$ cat src/rtl/sign_narrower_pkg.sv
// Shared widths and FSM encoding for the 24->12 narrowing stage.
// IN_W/OUT_W defaults match the 12->24 sign extender.
package sign_narrower_pkg;

  localparam int unsigned DefInW  = 24;
  localparam int unsigned DefOutW = 12;

  typedef enum logic [1:0] {
    StIdle = 2'd0,
    StCalc = 2'd1,
    StOut  = 2'd2
  } state_e;

endpackage

$ cat src/rtl/sign_narrower_core.sv
// Combinational fit test plus wrap/saturate selection for two's-complement narrowing.
module narrow_core #(
  parameter int unsigned IN_W  = 24,
  parameter int unsigned OUT_W = 12
) (
  input  logic [IN_W-1:0]  in_data,
  input  logic             in_sat,
  output logic [OUT_W-1:0] data,
  output logic             ovf
);

  // Value fits iff every bit from the new sign position upwards agrees.
  logic [IN_W-OUT_W:0] top_bits;
  logic                fits;

  assign top_bits = in_data[IN_W-1:OUT_W-1];
  assign fits     = (&top_bits) | ~(|top_bits);

  always_comb begin
    data = in_data[OUT_W-1:0];
    ovf  = ~fits;
    if (!fits && in_sat) begin
      data = in_data[IN_W-1] ? {1'b1, {(OUT_W-1){1'b0}}} : {1'b0, {(OUT_W-1){1'b1}}};
    end
  end

endmodule

$ cat src/rtl/sign_narrower.sv
// Valid/ready wrapper around narrow_core: IDLE/CALC/OUT handshake FSM plus
// sticky overflow flag and saturating overflow counter.
module sign_narrower
  import sign_narrower_pkg::*;
#(
  parameter int unsigned IN_W  = DefInW,
  parameter int unsigned OUT_W = DefOutW,
  parameter int unsigned CNT_W = 8
) (
  input  logic             clk,
  input  logic             reset,
  input  logic             in_valid,
  output logic             in_ready,
  input  logic [IN_W-1:0]  in_data,
  input  logic             in_sat,
  output logic             out_valid,
  input  logic             out_ready,
  output logic [OUT_W-1:0] out_data,
  output logic             out_ovf,
  output logic             ovf_sticky,
  output logic [CNT_W-1:0] ovf_count,
  input  logic             clr_ovf
);

  state_e             state_q, state_d;
  logic [IN_W-1:0]    data_q, data_d;
  logic               sat_q, sat_d;
  logic [OUT_W-1:0]   out_data_q, out_data_d;
  logic               out_ovf_q, out_ovf_d;
  logic               sticky_q, sticky_d;
  logic [CNT_W-1:0]   count_q, count_d;

  logic [OUT_W-1:0]   core_data;
  logic               core_ovf;

  narrow_core #(
    .IN_W  (IN_W),
    .OUT_W (OUT_W)
  ) u_core (
    .in_data (data_q),
    .in_sat  (sat_q),
    .data    (core_data),
    .ovf     (core_ovf)
  );

  always_comb begin
    state_d    = state_q;
    data_d     = data_q;
    sat_d      = sat_q;
    out_data_d = out_data_q;
    out_ovf_d  = out_ovf_q;
    sticky_d   = sticky_q;
    count_d    = count_q;

    // Clear is applied before any same-cycle overflow update.
    if (clr_ovf) begin
      sticky_d = 1'b0;
      count_d  = '0;
    end

    case (state_q)
      StIdle: begin
        if (in_valid) begin
          data_d  = in_data;
          sat_d   = in_sat;
          state_d = StCalc;
        end
      end
      StCalc: begin
        out_data_d = core_data;
        out_ovf_d  = core_ovf;
        state_d    = StOut;
        if (core_ovf) begin
          sticky_d = 1'b1;
          if (count_d != {CNT_W{1'b1}}) count_d = count_d + CNT_W'(1);
        end
      end
      StOut: begin
        if (out_ready) state_d = StIdle;
      end
      default: state_d = StIdle;
    endcase
  end

  always_ff @(posedge clk) begin
    if (reset) begin
      state_q    <= StIdle;
      data_q     <= '0;
      sat_q      <= 1'b0;
      out_data_q <= '0;
      out_ovf_q  <= 1'b0;
      sticky_q   <= 1'b0;
      count_q    <= '0;
    end else begin
      state_q    <= state_d;
      data_q     <= data_d;
      sat_q      <= sat_d;
      out_data_q <= out_data_d;
      out_ovf_q  <= out_ovf_d;
      sticky_q   <= sticky_d;
      count_q    <= count_d;
    end
  end

  assign in_ready   = (state_q == StIdle);
  assign out_valid  = (state_q == StOut);
  assign out_data   = out_data_q;
  assign out_ovf    = out_ovf_q;
  assign ovf_sticky = sticky_q;
  assign ovf_count  = count_q;

endmodule

$ cat config.mk
export PLATFORM = sky130hd
export DESIGN_NAME = sign_narrower
export DESIGN_NICKNAME = d
export VERILOG_FILES = /design/src/rtl/sign_narrower_pkg.sv /design/src/rtl/sign_narrower_core.sv /design/src/rtl/sign_narrower.sv
export SDC_FILE = /design/constraint.sdc
export NUM_CORES = 1
export LEC_CHECK = 0
export BUFFER_PORTS_ARGS = -buffer_cell sky130_fd_sc_hd__buf_2
export CAP_MARGIN = 20
export CORE_MARGIN = 2
export CORE_UTILIZATION = 55
export DETAILED_ROUTE_END_ITERATION = 16
export PLACE_DENSITY_LB_ADDON = 0.3
export SYNTH_ARGS = -nofsm -noshare
export SYNTH_HDL_FRONTEND = slang
export SYNTH_HIERARCHICAL = 1
export SYNTH_SLANG_ARGS = --single-unit
$ cat constraint.sdc
create_clock -name clk -period 3.5 [get_ports clk]
set_input_delay 0 -clock clk [delete_from_list [all_inputs] [get_ports clk]]
set_output_delay 0 -clock clk [all_outputs]
set_load 0.01 [all_outputs]
# == Word level (Yosys, flattened, before mapping) ==
# Index checks and enable logic that the tools add are counted.
# totals
ff_bits,49
input_bits,30
out_inout_bits,24
wordCells,35
# op_classes
n_addsub,1
n_eq_ne,5
n_mux,12
bitwise,3
reduce_logical,7
# op_table
operator,n
$mux 8,4
$mux 12,2
$reduce_and 13->1,1
$reduce_or 13->1,1
$add 8x1->8 const B,1
$ne 8x8->1 const B,1
$pmux 2 s3,1
$mux 2,2
$reduce_and 2->1,2
$mux 1,3
$eq 2x1->1 const B,1
$eq 2x2->1 const B,1
$logic_not 2->1,1
$ne 2x1->1 const B,1
$ne 2x2->1 const B,1
$not 1->1,2
$logic_and 1x1->1,1
$logic_not 1->1,1
$or 1x1->1,1

# == Depth between registers and ports, before layout ==
# Gate-level depths: netlist (run 1).
# logic_depth
ltp_word,6
mapped_depth,8
ltp_nobuf,7

# == Modules after synthesis ==
# Netlist (run 1), hierarchy kept.
# modules_own_cells
mod,n_inst,cells_per_inst,area_each_um2,seq_area_each_um2
sign_narrower,1,221,1799.2,980.9
narrow_core,1,28,207.7,0.0

# == Worst setup path after synthesis (run 1) ==
# Ideal clock, no wire load.
# synth_path
path_type,reg2reg
from,reg data_q[23]
to,"reg count_q[0], in the netlist ovf_count[0]"
setup_ps,121
arrival_ps,1893
required_time_ps,3379
slack_ps,1486
path_stages_with_launch,8
n_path_buf,1
synth_period_minus_slack_ps,2014
path_cell_list,dfxtp_1 > nand4_1 > or4_4 > and2_2 > and3b_1 > clkbuf_1 > o31a_1 > mux2_4
# synth_via
elab_chain_len,5
elab_cells_between_ends,6
classes_between,2 x mux; 2 x bitwise; 2 x reduce/logical
# synth_lines
item,line,text
from (decl),sign_narrower.sv:26,"logic [IN_W-1:0] data_q, data_d;"
from (signal assigned),sign_narrower.sv:96,data_q <= data_d;
$reduce_or 13->1,sign_narrower_core.sv:17,assign fits = (&top_bits) | ~(|top_bits);
$not 1->1,sign_narrower_core.sv:17,
$or 1x1->1 (*),sign_narrower_core.sv:17,
$mux 8 (*),sign_narrower.sv:73,if (core_ovf) begin
$mux 8 (*),sign_narrower.sv:61,case (state_q)
to (signal assigned),sign_narrower.sv:101,count_q <= count_d;
to (decl),sign_narrower.sv:31,"logic [CNT_W-1:0] count_q, count_d;"
# Mark *: on every way between the ends. The rest lies on a longest branch, timed or not.
# A chain may end at the register's enable or synchronous reset.

# == Worst setup path in the final report (run 1) ==
# Same ends and word-level chain as after synthesis.

==> results of run 1 <==
## routing by layer
metal	vias to the layer above	global-route usage (%)	wire, µm
met3	9	4.40	164
met1	874	26.9	2010
li1	988	-	-
met4	0	9.84	95
met5	-	0	0
met2	41	41.4	2300
## layout make-up
cell class	instances	area [µm²]
flip-flops and latches	49	981
multi-input cells	184	947
fillers	271	821
repair buffers	80	536
clock buffers	7	65.1
well taps	46	57.6
clock inverters	1	5.00
inverters	1	3.75
## state kept, by name, indices dropped and copies added, names as in the netlist
signal,cells
out_data,12
sat_q,1
ovf_sticky,1
data_q,24
ovf_count,8
state_q,2
out_ovf,1
## final timing paths
kind | from | to | slack, ns
worst max register to register | data_q[23]$_SDFFE_PP0P_ | ovf_count[0]$_SDFF_PP0_ | 1.37
worst min register to register | out_data[1]$_SDFFE_PP0N_ | out_data[1]$_SDFFE_PP0N_ | 0.46
worst max-delay path | data_q[23]$_SDFFE_PP0P_ | ovf_count[0]$_SDFF_PP0_ | 1.37
worst min-delay path | reset | ovf_sticky$_SDFF_PP0_ | 0.21
## power by group
| group | switching, mW | internal (mW) |
|---|---|---|
| Sequential | 0.0191 | 0.585 |
| Combinational | 0.0812 | 0.0745 |
| Clock | 0.170 | 0.117 |
| Total | 0.271 | 0.776 |
## logic make-up after synthesis
kind of cell | count (synthesis) | synth area share [%]
flip-flops | 49 | 48.9
buffers and inverters | 16 | 3.93
AND/OR/NAND/NOR | 120 | 27.6
AO/OA/AOI/OAI | 62 | 18.3
multiplexers | 2 | 1.31
## worst max-delay path: cells and delay by family (launching register included)
kind,cells,cell delay (ns)
AO/OA/AOI/OAI,1,0.17
AND/OR/NAND/NOR,4,1.12
flip-flops,1,0.42
multiplexers,1,0.31
## stage by stage
stage / hold slack (ns) / cells
after floorplan: 0.136 / 249
after global placement: 0.242 / 333
after detailed placement: 0.246 / 333
after CTS: 0.206 / 368
after global routing: 0.237 / 368
final: 0.211 / 368
## placed cells by master, fill, tap and decap left out, types with 3 or more instances in the layout
cell,instances
a21o_1,10
a21oi_1,42
buf_2,53
clkbuf_4,5
dfxtp_1,49
dlygate4sd3_1,27
nand2_1,79
nand2b_1,3
nand4_1,4
nor2_1,9
nor3_1,5
==> impl_metrics.py, run 1 <==
metrics = {
    "synth": {
        "yosys_register_bits": 49,
        "synth_top_area_cell": "dfxtp_1",
        "async_flop_share_pct": 0,
        "synth_edf_count": 0,
        "ys_types": 37,
        "synth.most_common_cell": "nand2_1",
        "synth_commonest_cells": "nand2_1 (79), dfxtp_1 (49), a21oi_1 (42)",
        "synth_area_um2": 2010,
        "ys_seq_area_share_pct": 48.9,
        "yosys_warnings": 6,
        "syn_avg_cell_area_um2": 8.06,
        "synth.net_count": 279,
        "synth.top_cells.by_area": "dfxtp_1 (49%), nand2_1 (15%), a21oi_1 (10%)",
        "synthCells": 249,
        "ys.flop_type": "dfxtp_1",
        "yosysTopAreaCellShare_pct": 48.9,
    },
    "floorplan": {
        "die_h_um": 64.4,
        "die-area_um2": 4150,
        "io_pins": 54,
        "die_w_um": 64.4,
        "coreArea_um2": 3420,
        "start_util_pct": 58.8,
        "row_count": 21,
    },
    "placement": {
        "port_buffers": 53,
        "hpwl_um": 2940,
        "place_ws_ns": 1.42,
        "place_area_um2": 2250,
        "gp_congestion": 0.829,
    },
    "clock_network": {
        "clock_path_buffers": 2,
        "cts_resized": 0,
        "clk_latency_ns": 0.36,
        "clock_sinks": 49,
        "post-cts-setup-buffer-count": 0,
        "cts_hold_buf": 27,
        "cts.htree.levels": 2,
        "cts_tree": "done",
        "cts-buffers-inserted": 5,
        "cts_root_buf": "clkbuf_4",
        "clkSlewWorstSetupHoldPaths_ns": 0.14,
    },
    "sta": {
        "report.final.slew_viol_count": 0,
        "setup-tns-final_ns": 0,
        "setup_viol": 0,
        "setup_ws_ns": 1.37,
        "clock-skew-final_ns": 0.0160,
        "tightest_slew_ns": 0.829,
        "timing.fmax_mhz": 470,
        "hold_viol_final": 0,
        "max_slew_margin_pct": 44.8,
        "finalCritPeriodShare_pct": 60.7,
        "rsz0062_at_grt": "no",
        "fin_crit_ns": 2.13,
    },
    "critical_path": {
        "path_class": "flop to flop",
        "cp.arrival_ns": 2.38,
        "crit_fanout": 6,
        "end_kind": "flop",
        "startpoint_type": "flop",
        "crit_chain": "nand4_1, or4_4, and2_2, and3b_1, o31a_1, mux2_4",
        "crit_slowest_cell": "or4_4",
        "rr_worst_depth": 6,
        "max_stage_delay_ns": 0.55,
        "required_ns": 3.76,
    },
    "detailed_routing": {
        "drc": 0,
        "routedWlPerCell_um": 12.4,
        "vias_per_cell": 5.20,
        "via_count": 1912,
        "routed_wirelength_um": 4560,
        "ant_nets": 0,
        "drt_iter0_markers": 141,
        "firstDrtPassIters": 4,
    },
    "grt": {
        "overflow": 0,
        "grt_start_max_net_pins": 48,
        "antenna_found_initial": 0,
        "grt_pass1_vias": 1755,
        "grt_usage_pct": 23.2,
        "grt_pass1_wl_um": 7510,
    },
    "cells_and_area": {
        "layout-drive-gt1-share_pct": 21.7,
        "num-nets-final": 351,
        "area_growth_pct": 29.3,
        "post-route-cell-area_um2": 2590,
        "antenna_cells": 0,
        "utilization_pct": 76.0,
    },
    "power": {
        "leakagePower_nw": 1.15,
        "total_power_mw": 1.05,
        "p_per_area_nw_per_um2": 403,
        "ir_worst_vdd_mv": 0.256,
    },
    "hold_path": {
        "worstHoldPathCells": 2,
        "hold_class": "primary input to flop",
    },
    "run_status": {
        "outcome": "finished, final reports clean",
    },
    "run": {
        "max_cap_violations": 0,
    },
}
Note: power is estimated with default switching activity, not from simulation.
==> inputs of run 2 (changes only) <==
--- a/config.mk
+++ b/config.mk
@@ -8,7 +8,7 @@
 export BUFFER_PORTS_ARGS = -buffer_cell sky130_fd_sc_hd__buf_2
 export CAP_MARGIN = 20
 export CORE_MARGIN = 2
-export CORE_UTILIZATION = 55
+export CORE_UTILIZATION = 51
 export DETAILED_ROUTE_END_ITERATION = 16
 export PLACE_DENSITY_LB_ADDON = 0.3
 export SYNTH_ARGS = -nofsm -noshare
==> constraint.sdc (replaced) <==
create_clock -name clk -period 2 [get_ports clk]
set_input_delay 0 -clock clk [delete_from_list [all_inputs] [get_ports clk]]
set_output_delay 0 -clock clk [all_outputs]
set_load 0.01 [all_outputs]
==> impl_metrics.py, run 2 (synthesis gave the netlist of run 1 again) <==
metrics = {
    "sta": {
        "clock-skew-final_ns": 0.00914,
        "report.final.slew_viol_count": 0,
        "finalCritPeriodShare_pct": 97.2,
        "max_slew_margin_pct": 59.4,
        "hold_viol_final": 0,
        "timing.fmax_mhz": 515,
        "fin_crit_ns": 1.94,
        "setup_viol": 0,
        "tightest_slew_ns": 0.609,
    },
    "floorplan": {
        "die-area_um2": 4450,
        "start_util_pct": 54.0,
        "coreArea_um2": 3720,
        "die_h_um": 66.7,
        "die_w_um": 66.7,
        "io_pins": 54,
        "row_count": 22,
    },
    "cells_and_area": {
        "largest_register_ffs": 24,
        "final_common_cell": "nand2_1",
        "antenna_cells": 0,
        "post-route-cell-area_um2": 2730,
        "final_cell_mix": "nand2_1 (79), buf_2 (53), a21oi_1 (42)",
        "regMostFlops": "data_q",
        "layout-drive-gt1-share_pct": 27.2,
        "area_growth_pct": 36.1,
        "num-nets-final": 360,
        "utilization_pct": 73.5,
    },
    "clock_network": {
        "cts_tree": "done",
        "cts-buffers-inserted": 5,
        "clock_sinks": 49,
        "cts.htree.levels": 2,
        "clock_path_buffers": 2,
        "clk_latency_ns": 0.30,
        "clkSlewWorstSetupHoldPaths_ns": 0.09,
        "cts_root_buf": "clkbuf_8",
    },
    "power": {
        "combPwrFrac_pct": 14.2,
        "pwr-share-clk_pct": 35.2,
        "p_per_area_nw_per_um2": 765,
        "p_sw_mw": 0.510,
        "switching_share_pct": 24.4,
        "leakagePower_nw": 1.22,
        "pwr-share-seq_pct": 50.6,
        "intPower_mw": 1.58,
        "total_power_mw": 2.09,
        "ir_worst_vdd_mv": 0.731,
    },
    "grt": {
        "grt_usage_pct": 23.8,
        "grt_pass1_wl_um": 8030,
        "grt_pass1_vias": 1895,
        "overflow": 0,
        "grt_use_met1_pct": 25.9,
        "antenna_found_initial": 0,
        "gr-usage-met3_pct": 5.07,
        "use_met2_pct": 43.6,
        "busiest_layer": "met2",
        "grt_start_max_net_pins": 35,
    },
    "run_status": {
        "outcome": "finished, final reports clean",
    },
    "critical_path": {
        "startpoint_type": "flop",
        "path_delay_family": "simple AND/OR/NAND/NOR gates",
        "crit_slowest_cell": "or4_4",
        "crit_fanout": 3,
        "cp.arrival_ns": 2.14,
        "required_ns": 2.20,
        "end_kind": "flop",
        "max_stage_delay_ns": 0.50,
        "crit_chain": "nand4_1, or4_4, and2_4, and3b_2, o31a_1, mux2_4",
        "worst-path-buf-inv": 0,
        "path_class": "flop to flop",
    },
    "detailed_routing": {
        "via_count": 1940,
        "vias_per_cell": 5.12,
        "drt_iter0_markers": 97,
        "firstDrtPassIters": 4,
        "routed_wirelength_um": 4780,
        "routedWlPerCell_um": 12.6,
        "ant_nets": 0,
        "drc": 0,
    },
    "placement": {
        "port_buffers": 53,
        "place_area_um2": 2300,
        "hpwl_um": 3040,
        "gp_congestion": 0.810,
    },
    "run": {
        "max_cap_violations": 0,
    },
    "hold_path": {
        "hold_class": "primary input to flop",
    },
}
[run 2: what timing repair did]
action	in CTS	in global routing
endpoints found under the setup margin	1	4
buffers inserted	4	0
pin swaps	1	3
cloned	0	0
hold buffers	26	0
resized for setup	5	5
hold endpoints to repair	26	0
[run 2: per-stage QoR]
| step | cells | setup WS [ns] | TNS (ns) | hold WS [ns] |
|---|---|---|---|---|
| floorplan | 249 | 0.0100 | 0 | 0.128 |
| global placement | 341 | 0.0455 | 0 | 0.245 |
| detailed placement | 341 | 0.0229 | 0 | 0.248 |
| CTS | 379 | 0.0280 | 0 | 0.0903 |
| global route | 379 | -0.000441 | -0.000441 | 0.0896 |
| finish | 379 | 0.0569 | 0 | 0.0962 |
[run 2: worst register-to-register path, stage by stage (launching register included)]
cell and delay, ns:
dfxtp_1 0.37, nand4_1 0.11, or4_4 0.50, and2_4 0.18, and3b_2 0.23, o31a_1 0.16, mux2_4 0.31
[run 2: worst paths after layout]
check | start | end | slack, ns | cells past startpoint
max reg2reg | data_q[17]$_SDFFE_PP0P_ | ovf_count[0]$_SDFF_PP0_ | 0.06 | 6
min | clr_ovf | ovf_count[7]$_SDFF_PP0_ | 0.1 | 3
min reg2reg | out_data[0]$_SDFFE_PP0N_ | out_data[0]$_SDFFE_PP0N_ | 0.46 | 2
max | data_q[17]$_SDFFE_PP0P_ | ovf_count[0]$_SDFF_PP0_ | 0.06 | 6
[run 2: per-layer routing]
layer | routed length [µm] | vias to the layer above
met5 | 0 | -
met4 | 108 | 0
met3 | 204 | 11
met2 | 2440 | 40
met1 | 2030 | 886
li1 | - | 1003
[run 2: cell type report]
class                           instances  area, µm²
Fill cell                             299        985
Timing Repair Buffer                   89        601
Multi-Input combinational cell        184        956
Tap cell                               48       60.1
Inverter                                1       3.75
Clock buffer                            6       82.6
Clock inverter                          2       37.5
Sequential cell                        49        991
[run 2: power groups by stage]
stage                     registers, mW  clock network, mW  logic, mW
after global placement             1.08                  0      0.242
after detailed placement           1.08                  0      0.246
after global routing               1.07              0.786      0.329
after CTS                          1.06              0.749      0.294
final                              1.06              0.735      0.297
after floorplan                    1.08                  0      0.164
==> inputs of run 3 (changes only) <==
--- a/config.mk
+++ b/config.mk
@@ -5,10 +5,11 @@
 export SDC_FILE = /design/constraint.sdc
 export NUM_CORES = 1
 export LEC_CHECK = 0
+export ABC_AREA = 1
 export BUFFER_PORTS_ARGS = -buffer_cell sky130_fd_sc_hd__buf_2
 export CAP_MARGIN = 20
 export CORE_MARGIN = 2
-export CORE_UTILIZATION = 51
+export CORE_UTILIZATION = 53
 export DETAILED_ROUTE_END_ITERATION = 16
 export PLACE_DENSITY_LB_ADDON = 0.3
 export SYNTH_ARGS = -nofsm -noshare
==> impl_metrics.py, run 3 <==
metrics = {
    "detailed_routing": {
        "via_count": 2134,
        "routedWlPerCell_um": 10.5,
        "vias_per_cell": 4.84,
        "drc": 0,
        "firstDrtPassIters": 4,
        "ant_nets": 0,
        "drt_iter0_markers": 140,
        "routed_wirelength_um": 4630,
    },
    "cells_and_area": {
        "multi_input_area_um2": 1080,
        "final_common_cell": "nor2_1",
        "area_growth_pct": 29.2,
        "nFillCells": 355,
        "seq_area_um2": 981,
        "antenna_cells": 0,
        "layout-drive-gt1-share_pct": 23.3,
        "final_cell_mix": "nor2_1 (95), nand2_1 (53), buf_2 (53)",
        "post-route-cell-area_um2": 2870,
        "num-nets-final": 420,
        "regMostFlops": "data_q",
        "largest_register_ffs": 24,
    },
    "clock_network": {
        "cts_root_buf": "clkbuf_8",
        "cts.htree.levels": 2,
        "clkSlewWorstSetupHoldPaths_ns": 0.09,
        "cts_tree": "done",
        "cts-buffers-inserted": 5,
        "clock_path_buffers": 2,
        "cts_resized": 0,
        "clk_latency_ns": 0.30,
        "clock_sinks": 49,
    },
    "synth": {
        "async_flop_share_pct": 0,
        "synth_edf_count": 0,
        "yosysTopAreaCellShare_pct": 44.1,
        "syn_avg_cell_area_um2": 7.08,
        "yosys_warnings": 6,
        "synth.top_cells.by_area": "dfxtp_1 (44%), nor2_1 (16%), nand2_1 (8.9%)",
        "synth.net_count": 344,
        "ys_seq_area_share_pct": 44.1,
        "synthCells": 314,
        "ys_types": 27,
        "yosys_register_bits": 49,
        "synth_commonest_cells": "nor2_1 (95), nand2_1 (53), dfxtp_1 (49)",
        "synth.most_common_cell": "nor2_1",
        "synth_area_um2": 2220,
        "synth_top_area_cell": "dfxtp_1",
        "ys.flop_type": "dfxtp_1",
    },
    "critical_path": {
        "cp.arrival_ns": 1.88,
        "path_delay_family": "simple AND/OR/NAND/NOR gates",
        "max_stage_delay_ns": 0.38,
        "cpMostUsedCell": "nand2_1",
        "worst-path-buf-inv": 2,
        "required_ns": 2.21,
        "end_kind": "flop",
        "crit_slowest_cell": "dfxtp_1",
        "path_class": "flop to flop",
        "crit_fanout": 10,
        "startpoint_type": "flop",
        "crit_chain": "nand2_1, nor3_1, nand2_1, and2_2, inv_1, nor2_4, nand3_1, nand2_1, o21ai_1, inv_1",
    },
    "power": {
        "p_per_area_nw_per_um2": 753,
        "switching_share_pct": 26.9,
        "leakagePower_nw": 1.38,
        "pwr-share-clk_pct": 32.9,
        "pwr-share-seq_pct": 50.5,
        "combPwrFrac_pct": 16.6,
        "ir_worst_vdd_mv": 0.645,
        "intPower_mw": 1.58,
        "p_sw_mw": 0.582,
    },
    "sta": {
        "hold_viol_final": 0,
        "max_slew_margin_pct": 60.7,
        "timing.fmax_mhz": 600,
        "setup_viol": 0,
        "setup-tns-final_ns": 0,
        "tightest_slew_ns": 0.589,
        "clock-skew-final_ns": 0.00575,
        "finalCritPeriodShare_pct": 83.4,
        "rsz0062_at_grt": "no",
        "fin_crit_ns": 1.67,
        "report.final.slew_viol_count": 0,
    },
    "grt": {
        "grt_pass1_wl_um": 7590,
        "overflow": 0,
        "grt_pass1_vias": 1874,
        "grt_usage_pct": 21.2,
        "grt_start_max_net_pins": 45,
        "antenna_found_initial": 0,
    },
    "placement": {
        "gp_congestion": 0.797,
        "hpwl_um": 3220,
        "place_area_um2": 2490,
        "port_buffers": 53,
    },
    "floorplan": {
        "coreArea_um2": 4030,
        "die_w_um": 68.8,
        "die_h_um": 68.8,
        "start_util_pct": 55.2,
        "die-area_um2": 4730,
        "row_count": 23,
        "io_pins": 54,
    },
    "run": {
        "max_cap_violations": 0,
    },
    "hold_path": {
        "hold_class": "primary input to flop",
    },
    "run_status": {
        "outcome": "finished, final reports clean",
    },
}
run 3: final timing paths:
| kind | startpoint | endpoint | slack, ns | cells past startpoint |
|---|---|---|---|---|
| worst max-delay path | data_q[23]$_SDFFE_PP0P_ | ovf_count[4]$_SDFF_PP0_ | 0.33 | 10 |
| worst min-delay path | clr_ovf | ovf_count[0]$_SDFF_PP0_ | 0.05 | 4 |
| worst min register to register | ovf_sticky$_SDFF_PP0_ | ovf_sticky$_SDFF_PP0_ | 0.47 | 2 |
| worst max register to register | data_q[23]$_SDFFE_PP0P_ | ovf_count[4]$_SDFF_PP0_ | 0.33 | 10 |
run 3: logic make-up after synthesis:
| kind of cell | synth area share, % |
|---|---|
| DFF | 44.1 |
| AOI/OAI and AO/OA | 11.8 |
| and+or+nand+nor | 36.7 |
| buffers and inverters | 7.37 |
run 3: final cells by class:
cell class	count	area share, %
multi-input combinational	229	37.6
timing repair buffer	82	19.2
inverter	23	3.01
tap	50	2.18
clock buffer	5	2.40
sequential	49	34.2
clock inverter	3	1.53
run 3: timing repair:
| action | CTS | global route |
|---|---|---|
| setup buffers | 0 | 0 |
| hold endpoints to repair | 30 | 0 |
| hold buffers | 27 | 0 |
run 3: worst reg2reg max path: stages, from the launching register on:
cell and delay, ns:
dfxtp_1 0.38, nand2_1 0.08, nor3_1 0.21, nand2_1 0.15
and2_2 0.21, inv_1 0.13, nor2_4 0.09, nand3_1 0.10
nand2_1 0.06, o21ai_1 0.12, inv_1 0.05
run 3: per-layer routing:
| layer | wire [µm] | part of all wire, % | GRT usage (%) | vias to the layer above |
|---|---|---|---|---|
| met3 | 230 | 5.0 | 5.19 | 6 |
| met4 | 68 | 1.5 | 7.35 | 0 |
| met5 | 0 | 0 | 0 | - |
| met1 | 2210 | 48 | 26.5 | 937 |
| met2 | 2130 | 46 | 35.6 | 47 |
| li1 | - | - | - | 1144 |
run 3: power by group through the flow:
stage | clock, mW | combinational [mW] | sequential (mW)
after global placement | 0 | 0.314 | 1.11
after global routing | 0.756 | 0.412 | 1.10
after detailed placement | 0 | 0.318 | 1.11
after floorplan | 0 | 0.224 | 1.12
final | 0.711 | 0.360 | 1.09
after CTS | 0.720 | 0.359 | 1.09
run 3: through the flow:
step	worst slack [ns]	hold slack (ns)	utilization, %	power (mW)	cells
3_5_place_dp	0.345	0.241	61.8	1.43	406
2_1_floorplan	0.482	0.0691	-	1.34	314
3_3_place_gp	0.440	0.235	61.8	1.43	406
6_report	0.333	0.0487	71.3	2.16	441
4_1_cts	0.331	0.0438	71.3	2.17	441
5_1_grt	0.143	0.0740	71.3	2.27	441
